<file path="config.mk">
export PLATFORM = sky130hd
export DESIGN_NAME = forward_ctrl_unit
export DESIGN_NICKNAME = d
export VERILOG_FILES = /design/src/rtl/forward_ctrl_unit.sv
export SDC_FILE = /design/constraint.sdc
export NUM_CORES = 1
export LEC_CHECK = 0
export CAP_MARGIN = 10
export CORE_UTILIZATION = 46
export CTS_CLUSTER_DIAMETER = 50
export DETAILED_ROUTE_END_ITERATION = 12
export PLACE_DENSITY = 0.75
export SYNTH_ARGS = -nofsm -noshare
export SYNTH_HDL_FRONTEND = slang
export SYNTH_SLANG_ARGS = --single-unit
export TNS_END_PERCENT = 100
</file>
<file path="constraint.sdc">
create_clock -name clk -period 1.76 [get_ports clk]
set_input_delay 0.176 -clock clk [delete_from_list [all_inputs] [get_ports clk]]
set_output_delay 0.176 -clock clk [all_outputs]
set_load 0.02 [all_outputs]
</file>
<file path="src/rtl/forward_ctrl_unit.sv">
// EX-stage forwarding select and load-use stall controller.
// Shadows ID/EX, EX/MEM and MEM/WB destination state from ID decode.
module forward_ctrl_unit #(
  parameter int REG_AW = 5,
  parameter int CNT_W  = 32
) (
  input  logic              clk,
  input  logic              rst_n,
  input  logic              id_valid,
  input  logic [REG_AW-1:0] id_rs1,
  input  logic [REG_AW-1:0] id_rs2,
  input  logic              id_uses_rs1,
  input  logic              id_uses_rs2,
  input  logic [REG_AW-1:0] id_rd,
  input  logic              id_reg_write,
  input  logic              id_mem_read,
  input  logic              flush,
  output logic [1:0]        forward_a,
  output logic [1:0]        forward_b,
  output logic              stall,
  output logic [CNT_W-1:0]  stall_count
);

  typedef struct packed {
    logic              valid;
    logic [REG_AW-1:0] rs1;
    logic [REG_AW-1:0] rs2;
    logic              uses_rs1;
    logic              uses_rs2;
    logic [REG_AW-1:0] rd;
    logic              reg_write;
    logic              mem_read;
  } ex_slot_t;

  typedef struct packed {
    logic              valid;
    logic [REG_AW-1:0] rd;
    logic              reg_write;
    logic              mem_read;
  } mem_slot_t;

  typedef struct packed {
    logic              valid;
    logic [REG_AW-1:0] rd;
    logic              reg_write;
  } wb_slot_t;

  ex_slot_t  ex_q;
  ex_slot_t  ex_d;
  mem_slot_t mem_q;
  wb_slot_t  wb_q;

  logic ex_load;
  logic hit1;
  logic hit2;
  logic mem_wr;
  logic wb_wr;
  logic a_mem;
  logic a_wb;
  logic b_mem;
  logic b_wb;

  // Load in EX whose rd is read by the instruction in ID
  assign ex_load = ex_q.valid & ex_q.mem_read
                 & (ex_q.rd != '0);
  assign hit1 = id_uses_rs1 & (id_rs1 == ex_q.rd);
  assign hit2 = id_uses_rs2 & (id_rs2 == ex_q.rd);
  assign stall = id_valid & ~flush & ex_load
               & (hit1 | hit2);

  always_comb begin
    ex_d = '0;
    if (id_valid && !flush && !stall) begin
      ex_d.valid     = 1'b1;
      ex_d.rs1       = id_rs1;
      ex_d.rs2       = id_rs2;
      ex_d.uses_rs1  = id_uses_rs1;
      ex_d.uses_rs2  = id_uses_rs2;
      ex_d.rd        = id_rd;
      ex_d.reg_write = id_reg_write;
      ex_d.mem_read  = id_mem_read;
    end
  end

  always_ff @(posedge clk or negedge rst_n) begin
    if (!rst_n) begin
      ex_q  <= '0;
      mem_q <= '0;
      wb_q  <= '0;
    end else begin
      ex_q            <= ex_d;
      mem_q.valid     <= ex_q.valid;
      mem_q.rd        <= ex_q.rd;
      mem_q.reg_write <= ex_q.reg_write;
      mem_q.mem_read  <= ex_q.mem_read;
      wb_q.valid      <= mem_q.valid;
      wb_q.rd         <= mem_q.rd;
      wb_q.reg_write  <= mem_q.reg_write;
    end
  end

  assign mem_wr = mem_q.valid & mem_q.reg_write
                & (mem_q.rd != '0);
  assign wb_wr  = wb_q.valid & wb_q.reg_write
                & (wb_q.rd != '0);

  // A load in MEM carries an address, never forward it
  assign a_mem = ex_q.uses_rs1 & mem_wr & ~mem_q.mem_read
               & (mem_q.rd == ex_q.rs1);
  assign a_wb  = ex_q.uses_rs1 & wb_wr & ~a_mem
               & (wb_q.rd == ex_q.rs1);
  assign b_mem = ex_q.uses_rs2 & mem_wr & ~mem_q.mem_read
               & (mem_q.rd == ex_q.rs2);
  assign b_wb  = ex_q.uses_rs2 & wb_wr & ~b_mem
               & (wb_q.rd == ex_q.rs2);

  always_comb begin
    forward_a = 2'b00;
    unique case (1'b1)
      a_mem:   forward_a = 2'b10;
      a_wb:    forward_a = 2'b01;
      default: forward_a = 2'b00;
    endcase
  end

  always_comb begin
    forward_b = 2'b00;
    unique case (1'b1)
      b_mem:   forward_b = 2'b10;
      b_wb:    forward_b = 2'b01;
      default: forward_b = 2'b00;
    endcase
  end

  always_ff @(posedge clk or negedge rst_n) begin
    if (!rst_n) begin
      stall_count <= '0;
    end else if (stall && (stall_count != '1)) begin
      stall_count <= stall_count + 1'b1;
    end
  end

endmodule

</file>
---- Word-level counts from Yosys, hierarchy flattened ----
Index checks and enable logic that the tools add are counted.
Widths: inputs -> output; s select.
word-level totals
  bits in writable memories ............... 0
  memories kept ........................... 0
  logic and storage cells ................. 63
  output and inout bits ................... 37
  latch bits .............................. 0
  ROM bits ................................ 0
  flip-flop bits (word level) ............. 67
cells by class
  magnitude comparators ................... 0
  shift operators ......................... 0
  divide/modulo/power cells ............... 0
  mux-type cells .......................... 3
  bitwise operators ....................... 28
  $add $sub $neg .......................... 1
  equal/unequal tests ..................... 7
  reductions and logical operators ........ 8
  multiply operators ...................... 0
operators with widths
  kind                   number
  $add 32x1->32 const B  1
  $ne 32x32->1 const B   1
  $eq 5x5->1             6
  $and 1x1->1            23
  $mux 20                1
  $reduce_bool 5->1      3
  $pmux 2 s2             2
  $not 1->1              4
  $logic_and 1x1->1      3
  $logic_not 1->1        2
  $or 1x1->1             1

---- Longest topological paths before layout ----
Gate-level depths: netlist (run 1).
  depth after elaboration ................. 9
  mapped depth ............................ 8
  gate-level depth less buffers ........... 7

---- Worst setup path after synthesis (run 1) ----
Ideal clock, no wire load.
  path type ............................... reg2reg
  start ................................... register stall_count[0]
  end ..................................... register stall_count[29]
  data required time ...................... 1.622 ns
  buffers on the path ..................... 2
  data arrival time ....................... 1.927 ns
  setup slack ............................. -0.305 ns
  stages on the path, launching flop included .. 9
  period minus slack after synthesis ...... 2.065 ns
  path through ............................ dfrtp_1 ha_1 nand3_1 nor4_1 and3_1 buf_2 buf_2 nor4_1 xor2_1
between the ends
  longest elaborated chain between the ends .. 2
ends and longest elaborated chain
  what                                                                   RTL line  source
  start, declared                                                        21        output logic [CNT_W-1:0] stall_count
  start signal, assigned                                                 139       stall_count <= stall_count + 1'b1;
  parallel branches: the longest is 2 deep, another holds $add 32x1->32  n/a
Parallel ways; which one is timed is not known.
A chain may end at the register's enable or synchronous reset.

---- Final worst setup path (run 1) ----
  start ................................... register ex_q[5] in the netlist's numbering
  end ..................................... output port stall
between the ends
  longest elaborated chain between the ends .. 4
ends and longest elaborated chain
  what                                              RTL line    source
  start, declared                                   48          ex_slot_t ex_q;
  start signal, assigned                            87          ex_q <= '0;
  start signal, assigned                            91          ex_q <= ex_d;
  $eq 5x5->1 (tied with other cells)                66          assign hit1 = id_uses_rs1 & (id_rs1 == ex_q.rd);
  $and 1x1->1 (on tied branches)                    66, 65, 67
  $or 1x1->1 / $and 1x1->1 (equally long branches)  69, 68
  $and 1x1->1 *                                     69          & (hit1 | hit2);
  end, declared                                     20          output logic stall,
Mark *: on every way between the ends. The rest lies on a longest branch, timed or not.

==> impl_metrics.yaml, run 1 <==
grt:
  grt_pass1_wl_um: 14600
  gr-total-overflow: 0
  gr-usage-met2_pct: 49.0
  antenna_found_initial: 0
  busiest_layer: "met2"
  grt_usage_pct: 27.7
  use_met1_pct: 30.7
  gr-usage-met3_pct: 5.96
  grt_pass1_vias: 2979
  grt_max_degree: 68
floorplanning:
  die_w_um: 82.8
  start_util_pct: 47.6
  ios: 60
  row_count: 29
  die_area_um2: 6860
  core_um2: 6310
  die_h_um: 82.8
critical_path:
  slowest_delay_ns: 0.49
  reg2reg_from: "ex_q[5]$_DFF_PN0_"
  critical-path-top-delay-family: "simple AND/OR/NAND/NOR gates"
  cp.required_ns: 1.58
  end_kind: "primary output"
  cp-start-kind: "flip-flop"
  arrival_ns: 1.92
  crit_buf_inv: 3
  worstSetupPathType: "reg -> out"
  slowest_stage: "or4_4"
  crit_chain: "or4_4 -> o2111ai_2 -> nand2b_4 -> buf_8 -> inv_6 -> buf_6"
  critical_path.startpoint: "ex_q[5]$_DFF_PN0_"
  path_max_fanout: 4
cells_and_area:
  layout.nets: 439
  diodes: 0
  seqCellArea_um2: 1700
  fillerInstances: 321
  drive_above_1_share_pct: 43.1
  multiInputGateArea_um2: 1720
  final-instance-count-excl-fill: 497
  area_growth_syn_to_layout_pct: 67.8
placement:
  dpl.cell_count: 464
  portBuffers: 59
  gp_congestion: 0.824
  hpwl_um: 5370
  pre_cts_ws_ns: -0.530
synth:
  synth_top_family_by_area: "simple AND/OR/NAND/NOR gates"
  postSynthAreaPerCell_um2: 11.3
  synth_adder_area_share_pct: 0.416
  syn_nets: 291
  synthTopCellsByArea: "dfrtp_1 56%, xor2_1 13%, xnor2_1 5.2%"
  synth_area_um2: 3000
  synth_compound_area_share_pct: 1.00
  syn_inst: 267
  ys_ff_latch: 67
  yosysTopAreaCellShare_pct: 55.8
  synth_seq_area_share_pct: 55.8
  synth_xor_area_share_pct: 17.8
  synth_top_cell_by_area: "dfrtp_1"
  yosys_warnings: 0
  synth.distinct_cells: 34
  synth.mux.area_fraction_pct: 0.375
  yosys.area_share.simple_pct: 22.6
drt:
  drcViolationCount: 0
  ant_nets: 0
  firstDrtPassIters: 4
  routedWlPerCell_um: 19.3
  routed_wirelength_um: 9590
  drt_iter0_markers: 99
  avgViaCountPerCell: 5.53
  vias: 2750
cts:
  worstSkewPairLatency_ns: 0.35
  h-tree-depth: 3
  cts_tree: "done"
  numCtsBuffers: 9
  cts_sinks: 67
  clk_path_buf_depth: 2
  clkTransAtPathRegs_ns: 0.08
  root_buffer: "clkbuf_8"
timing:
  fmax_mhz: 477
  slew_headroom_pct: 74.4
  finalClockSkew_ns: 0.00956
  rsz0062_at_grt: "yes"
  worst_slew_pin_slew_ns: 0.379
  maxSlewViolCount: 0
  finalCriticalPeriod_ns: 2.09
  setup_viol: 45
  layout_worst_path_cycle_share_pct: 119
  layout_setup_ws_ns: -0.334
  hold_violations: 0
power:
  p_leak_nw: 2.47
  ir_drop_uv: 642
  powerDensity_nw_per_um2: 594
run:
  drv_cap: 0
outcome:
  outcome: "complete, but fails checks"
  violations: "setup timing"
hold_path:
  hold_path_class: "in -> async"
-- worst min-delay path, delay by kind of cell --
family | cells | cell delay [ns]
buffers and inverters | 3 | 0.94
-- timing repair --
| item | 4_1_cts | 5_1_grt |
|---|---|---|
| hold endpoints to repair | 67 | 0 |
| resized for setup | 96 | 21 |
| buffers inserted | 7 | 9 |
| pin swaps | 33 | 34 |
| endpoints found under the setup margin | 45 | 56 |
| cloned | 2 | 0 |
| hold buffers | 1 | 0 |
-- power by group --
| part | leakage (nW) | internal (mW) | switching [mW] |
|---|---|---|---|
| Combinational | 1.52 | 0.135 | 0.106 |
| Clock | 0.0843 | 0.545 | 0.604 |
| Sequential | 0.874 | 1.57 | 0.0310 |
-- cells in the mapped netlist --
library cell  instances
nor2b_1               1
xor2_1               43
and3_1               20
or3_1                 2
nor3_4                1
or4_1                 2
ha_1                  1
or2_2                 2
xnor2_1              18
nor4_1               13
nand2_1              14
nand4_1               9
buf_2                 6
mux2_2                1
or4b_1                2
nor3b_1               1
clkbuf_1              4
inv_1                 4
nand3_1              14
nor3_1                9
o21ai_0               1
nand4_2               1
o311a_1               1
nor4b_1               2
nand4b_1              1
dfrtp_1              67
o22ai_1               1
nor4bb_1              1
nand4bb_1             1
nand2b_1              2
and4_1                1
nor2_1               19
o2111ai_1             1
and2_1                1
-- cells by family (layout without fill, tap and decap cells) --
kind of cell             after synthesis  count (layout)
adder cells (fa/ha/maj)                1               1
XOR/XNOR                              61              61
flip-flops                            67              67
AND/OR/NAND/NOR                      119             120
buffers and inverters                 14             166
AO/OA/AOI/OAI                          4               4
multiplexers                           1               1
-- cell usage in the layout, fill, tap and decap left out, types with 10 or more instances in the layout --
cell type,n
buf_4,75
clkdlybuf4s50_1,52
dfrtp_1,51
xor2_1,41
and3_1,19
dfrtp_2,16
nand2_1,14
xnor2_1,13
nand3_1,12
buf_6,11
clkbuf_8,10
-- worst paths after layout --
check                                         endpoint  slack, ns  cells after the start
hold / removal             stall_count[12]$_DFFE_PN0P_       0.36                      3
setup / recovery                                 stall      -0.33                      6
hold reg to reg                     mem_q[1]$_DFF_PN0_       0.39                      0
max in group asynchronous  stall_count[19]$_DFFE_PN0P_       1.08                      3
min in group clk                    mem_q[1]$_DFF_PN0_       0.39                      0
setup reg to reg            stall_count[6]$_DFFE_PN0P_      -0.33                     10
-- area by class of cell --
| type | instances | area share (%) |
|---|---|---|
| Tap cell | 77 | 1.91 |
| Multi-Input combinational cell | 187 | 34.1 |
| Clock inverter | 6 | 0.819 |
| Timing Repair Buffer | 146 | 26.4 |
| Clock buffer | 10 | 2.73 |
| Sequential cell | 67 | 33.7 |
| Inverter | 4 | 0.397 |
-- state kept, by name, summed over array words and instances (netlist names) --
register,count
ex_q,20
mem_q,8
stall_count,32
wb_q,7
-- routing by layer --
metal	up-vias	wire, µm
li1	1223	-
met1	1382	3560
met2	104	5120
met3	41	523
met4	0	384
met5	-	0
-- stage by stage --
step / utilization, % / hold WS [ns] / TNS [ns] / instance area [µm²] / power (mW)
floorplan: - / -0.120 / -2.52 / 3080 / 1.70
global placement: 67.4 / 0.216 / -11.34 / 4250 / 1.82
detailed placement: 67.4 / 0.221 / -13.93 / 4250 / 1.83
CTS: 77.4 / 0.366 / -9.13 / 4890 / 2.99
global route: 79.8 / 0.386 / -13.30 / 5040 / 3.10
finish: 79.8 / 0.356 / -9.79 / 5040 / 2.99
(Power assumes the default switching activity.)
==> inputs of run 2 (changes only) <==
- CTS_CLUSTER_DIAMETER: 50 -> not set
==> results of run 2 <==
The final DEF is identical to that of run 1; final timing and power are the same.
==> inputs of run 3 (changes only) <==
--- a/config.mk
+++ b/config.mk
@@ -9,2 +9,3 @@
 export CORE_UTILIZATION = 46
+export CTS_CLUSTER_SIZE = 8
 export DETAILED_ROUTE_END_ITERATION = 12
==> constraint.sdc (replaced) <==
create_clock -name clk -period 1.76 [get_ports clk]
set_input_delay 0.264 -clock clk [delete_from_list [all_inputs] [get_ports clk]]
set_output_delay 0.264 -clock clk [all_outputs]
set_load 0.02 [all_outputs]
==> impl_metrics.yaml, run 3 (same netlist as run 1, synthesis figures left out) <==
outcome:
  outcome: "complete, but fails checks"
  violations: "setup timing"
cts:
  numCtsBuffers: 9
  root_buffer: "clkbuf_8"
  h-tree-depth: 3
  clkTransAtPathRegs_ns: 0.07
  clk_path_buf_depth: 2
  cts_tree: "done"
  cts_sinks: 67
  worstSkewPairLatency_ns: 0.35
timing:
  hold_violations: 0
  finalCriticalPeriod_ns: 2.14
  setup_viol: 57
  maxSlewViolCount: 0
  layout_worst_path_cycle_share_pct: 122
  hold_ws_ns: 0.355
  fmax_mhz: 466
  finalClockSkew_ns: 0.00780
  slew_headroom_pct: 75.8
  rsz0062_at_grt: "yes"
  worst_slew_pin_slew_ns: 0.362
  totalNegativeSetupSlack_ns: -13.63
  layout_setup_ws_ns: -0.385
cells_and_area:
  final_cell_mix: "62 x buf_4, 53 x dfrtp_1, 48 x clkdlybuf4s50_1"
  top_regs: "stall_count (32), ex_q (20), mem_q (8)"
  final_common_cell: "buf_4"
  top_register: "stall_count"
  largest_reg_flops: 32
  area_growth_syn_to_layout_pct: 67.2
  final_area_um2: 5020
  fillerInstances: 371
  diodes: 0
  layout.nets: 428
  drive_above_1_share_pct: 39.1
drt:
  vias: 2615
  drt_iter0_markers: 158
  firstDrtPassIters: 4
  routed_wirelength_um: 9240
  avgViaCountPerCell: 5.38
  routedWlPerCell_um: 19.0
  drcViolationCount: 0
  ant_nets: 0
grt:
  grt_pass1_vias: 2737
  antenna_found_initial: 0
  grt_max_degree: 68
  grt_pass1_wl_um: 13400
  gr-total-overflow: 0
  grt_usage_pct: 25.5
power:
  power_frac_comb_pct: 7.5
  p_int_mw: 2.58
  p_leak_nw: 2.51
  total_power_mw: 3.32
  powerDensity_nw_per_um2: 662
  p_seq_share_pct: 48.1
  switching_power_mw: 0.746
  clkPwrFrac_pct: 44.4
  ir_drop_uv: 616
  swShare_pct: 22.4
critical_path:
  crit_chain: "buf_6 -> xnor2_2 -> nand4_1 -> o22ai_2 -> nand2b_4 -> buf_4 -> buf_12 -> nor2_4 -> mux2_2"
  path_max_fanout: 11
  end_kind: "flip-flop"
  slowest_stage: "dfrtp_1"
  cp-start-kind: "flip-flop"
  worstSetupPathType: "reg -> reg"
  slowest_delay_ns: 0.41
  critical-path-top-delay-family: "buffers and inverters"
  r2r_slack_ns: -0.38
  arrival_ns: 2.38
  cp.required_ns: 1.99
  crit_buf_inv: 3
floorplanning:
  die_h_um: 82.8
  die_w_um: 82.8
  core_um2: 6310
  die_area_um2: 6860
  ios: 60
  start_util_pct: 47.6
  row_count: 29
hold_path:
  hold_path_class: "reg -> reg"
placement:
  gp_congestion: 0.863
  portBuffers: 59
  hpwl_um: 5100
  placed_area_um2: 4190
run:
  drv_cap: 0
run 3: cell types whose count changed in the layout (fill, tap and decap cells not counted), moves of 3 or more:
cell | previous run | this run
clkdlybuf4s50_1 | 52 | 48
nor2_1 | 9 | 12
buf_4 | 75 | 62
nor3_1 | 1 | 4
dlymetal6s2s_1 | 1 | 4
nor2_4 | 6 | 3
run 3: layout make-up:
type	count	area, µm²	area share, %
clock inverter	4	72.6	1.44
sequential	67	1690	33.7
timing repair buffer	136	1320	26.3
tap	77	96.3	1.92
inverter	4	20.0	0.399
multi-input combinational	186	1660	33.1
clock buffer	12	155	3.09
run 3: worst reg2reg max path, delay by kind of cell (launching register included):
| kind | cells | cell delay, ns |
|---|---|---|
| flip-flops | 1 | 0.41 |
| multiplexers | 1 | 0.33 |
| AND/OR/NAND/NOR | 3 | 0.37 |
| AO/OA/AOI/OAI | 1 | 0.26 |
| buffers and inverters | 3 | 0.48 |
| XOR/XNOR | 1 | 0.17 |
run 3: per-layer routing:
| metal | vias up | global-route usage (%) | wire length (µm) |
|---|---|---|---|
| met5 | - | 0 | 0 |
| met4 | 0 | 12.7 | 142 |
| met3 | 15 | 5.07 | 343 |
| met2 | 69 | 43.3 | 5030 |
| met1 | 1325 | 31.1 | 3720 |
| li1 | 1206 | - | - |
run 3: path summary, 6_finish.rpt:
| kind | from | endpoint | depth (start not counted) |
|---|---|---|---|
| setup / recovery | ex_q[3]$_DFF_PN0_ | stall_count[1]$_DFFE_PN0P_ | 9 |
| hold / removal | ex_q[1]$_DFF_PN0_ | mem_q[1]$_DFF_PN0_ | 0 |
| setup reg to reg | ex_q[3]$_DFF_PN0_ | stall_count[1]$_DFFE_PN0P_ | 9 |
| hold reg to reg | ex_q[1]$_DFF_PN0_ | mem_q[1]$_DFF_PN0_ | 0 |
| max in group asynchronous | rst_n | stall_count[15]$_DFFE_PN0P_ | 3 |
| min in group asynchronous | rst_n | stall_count[10]$_DFFE_PN0P_ | 3 |
run 3: through the flow:
stage,worst slack [ns],cells,utilization [%]
floorplan,-0.175,267,-
global placement,-0.664,456,66.3
detailed placement,-0.687,456,66.3
CTS,-0.360,482,75.2
global route,-0.458,486,79.5
finish,-0.385,486,79.5
run 3: power groups by stage:
stage	clock network [mW]	registers [mW]	logic (mW)
2_1_floorplan	0	1.62	0.0730
3_5_place_dp	0	1.63	0.207
6_report	1.48	1.60	0.249
4_1_cts	1.47	1.60	0.233
3_3_place_gp	0	1.62	0.205
5_1_grt	1.57	1.60	0.267
run 3: what timing repair did:
item / 4_1_cts / 5_1_grt
hold buffers: 1 / 0
hold endpoints to repair: 67 / 0
setup endpoints to repair: 58 / 60
pin swaps: 7 / 27
gates resized for setup: 68 / 41
cloned: 3 / 2
buffers inserted: 6 / 4
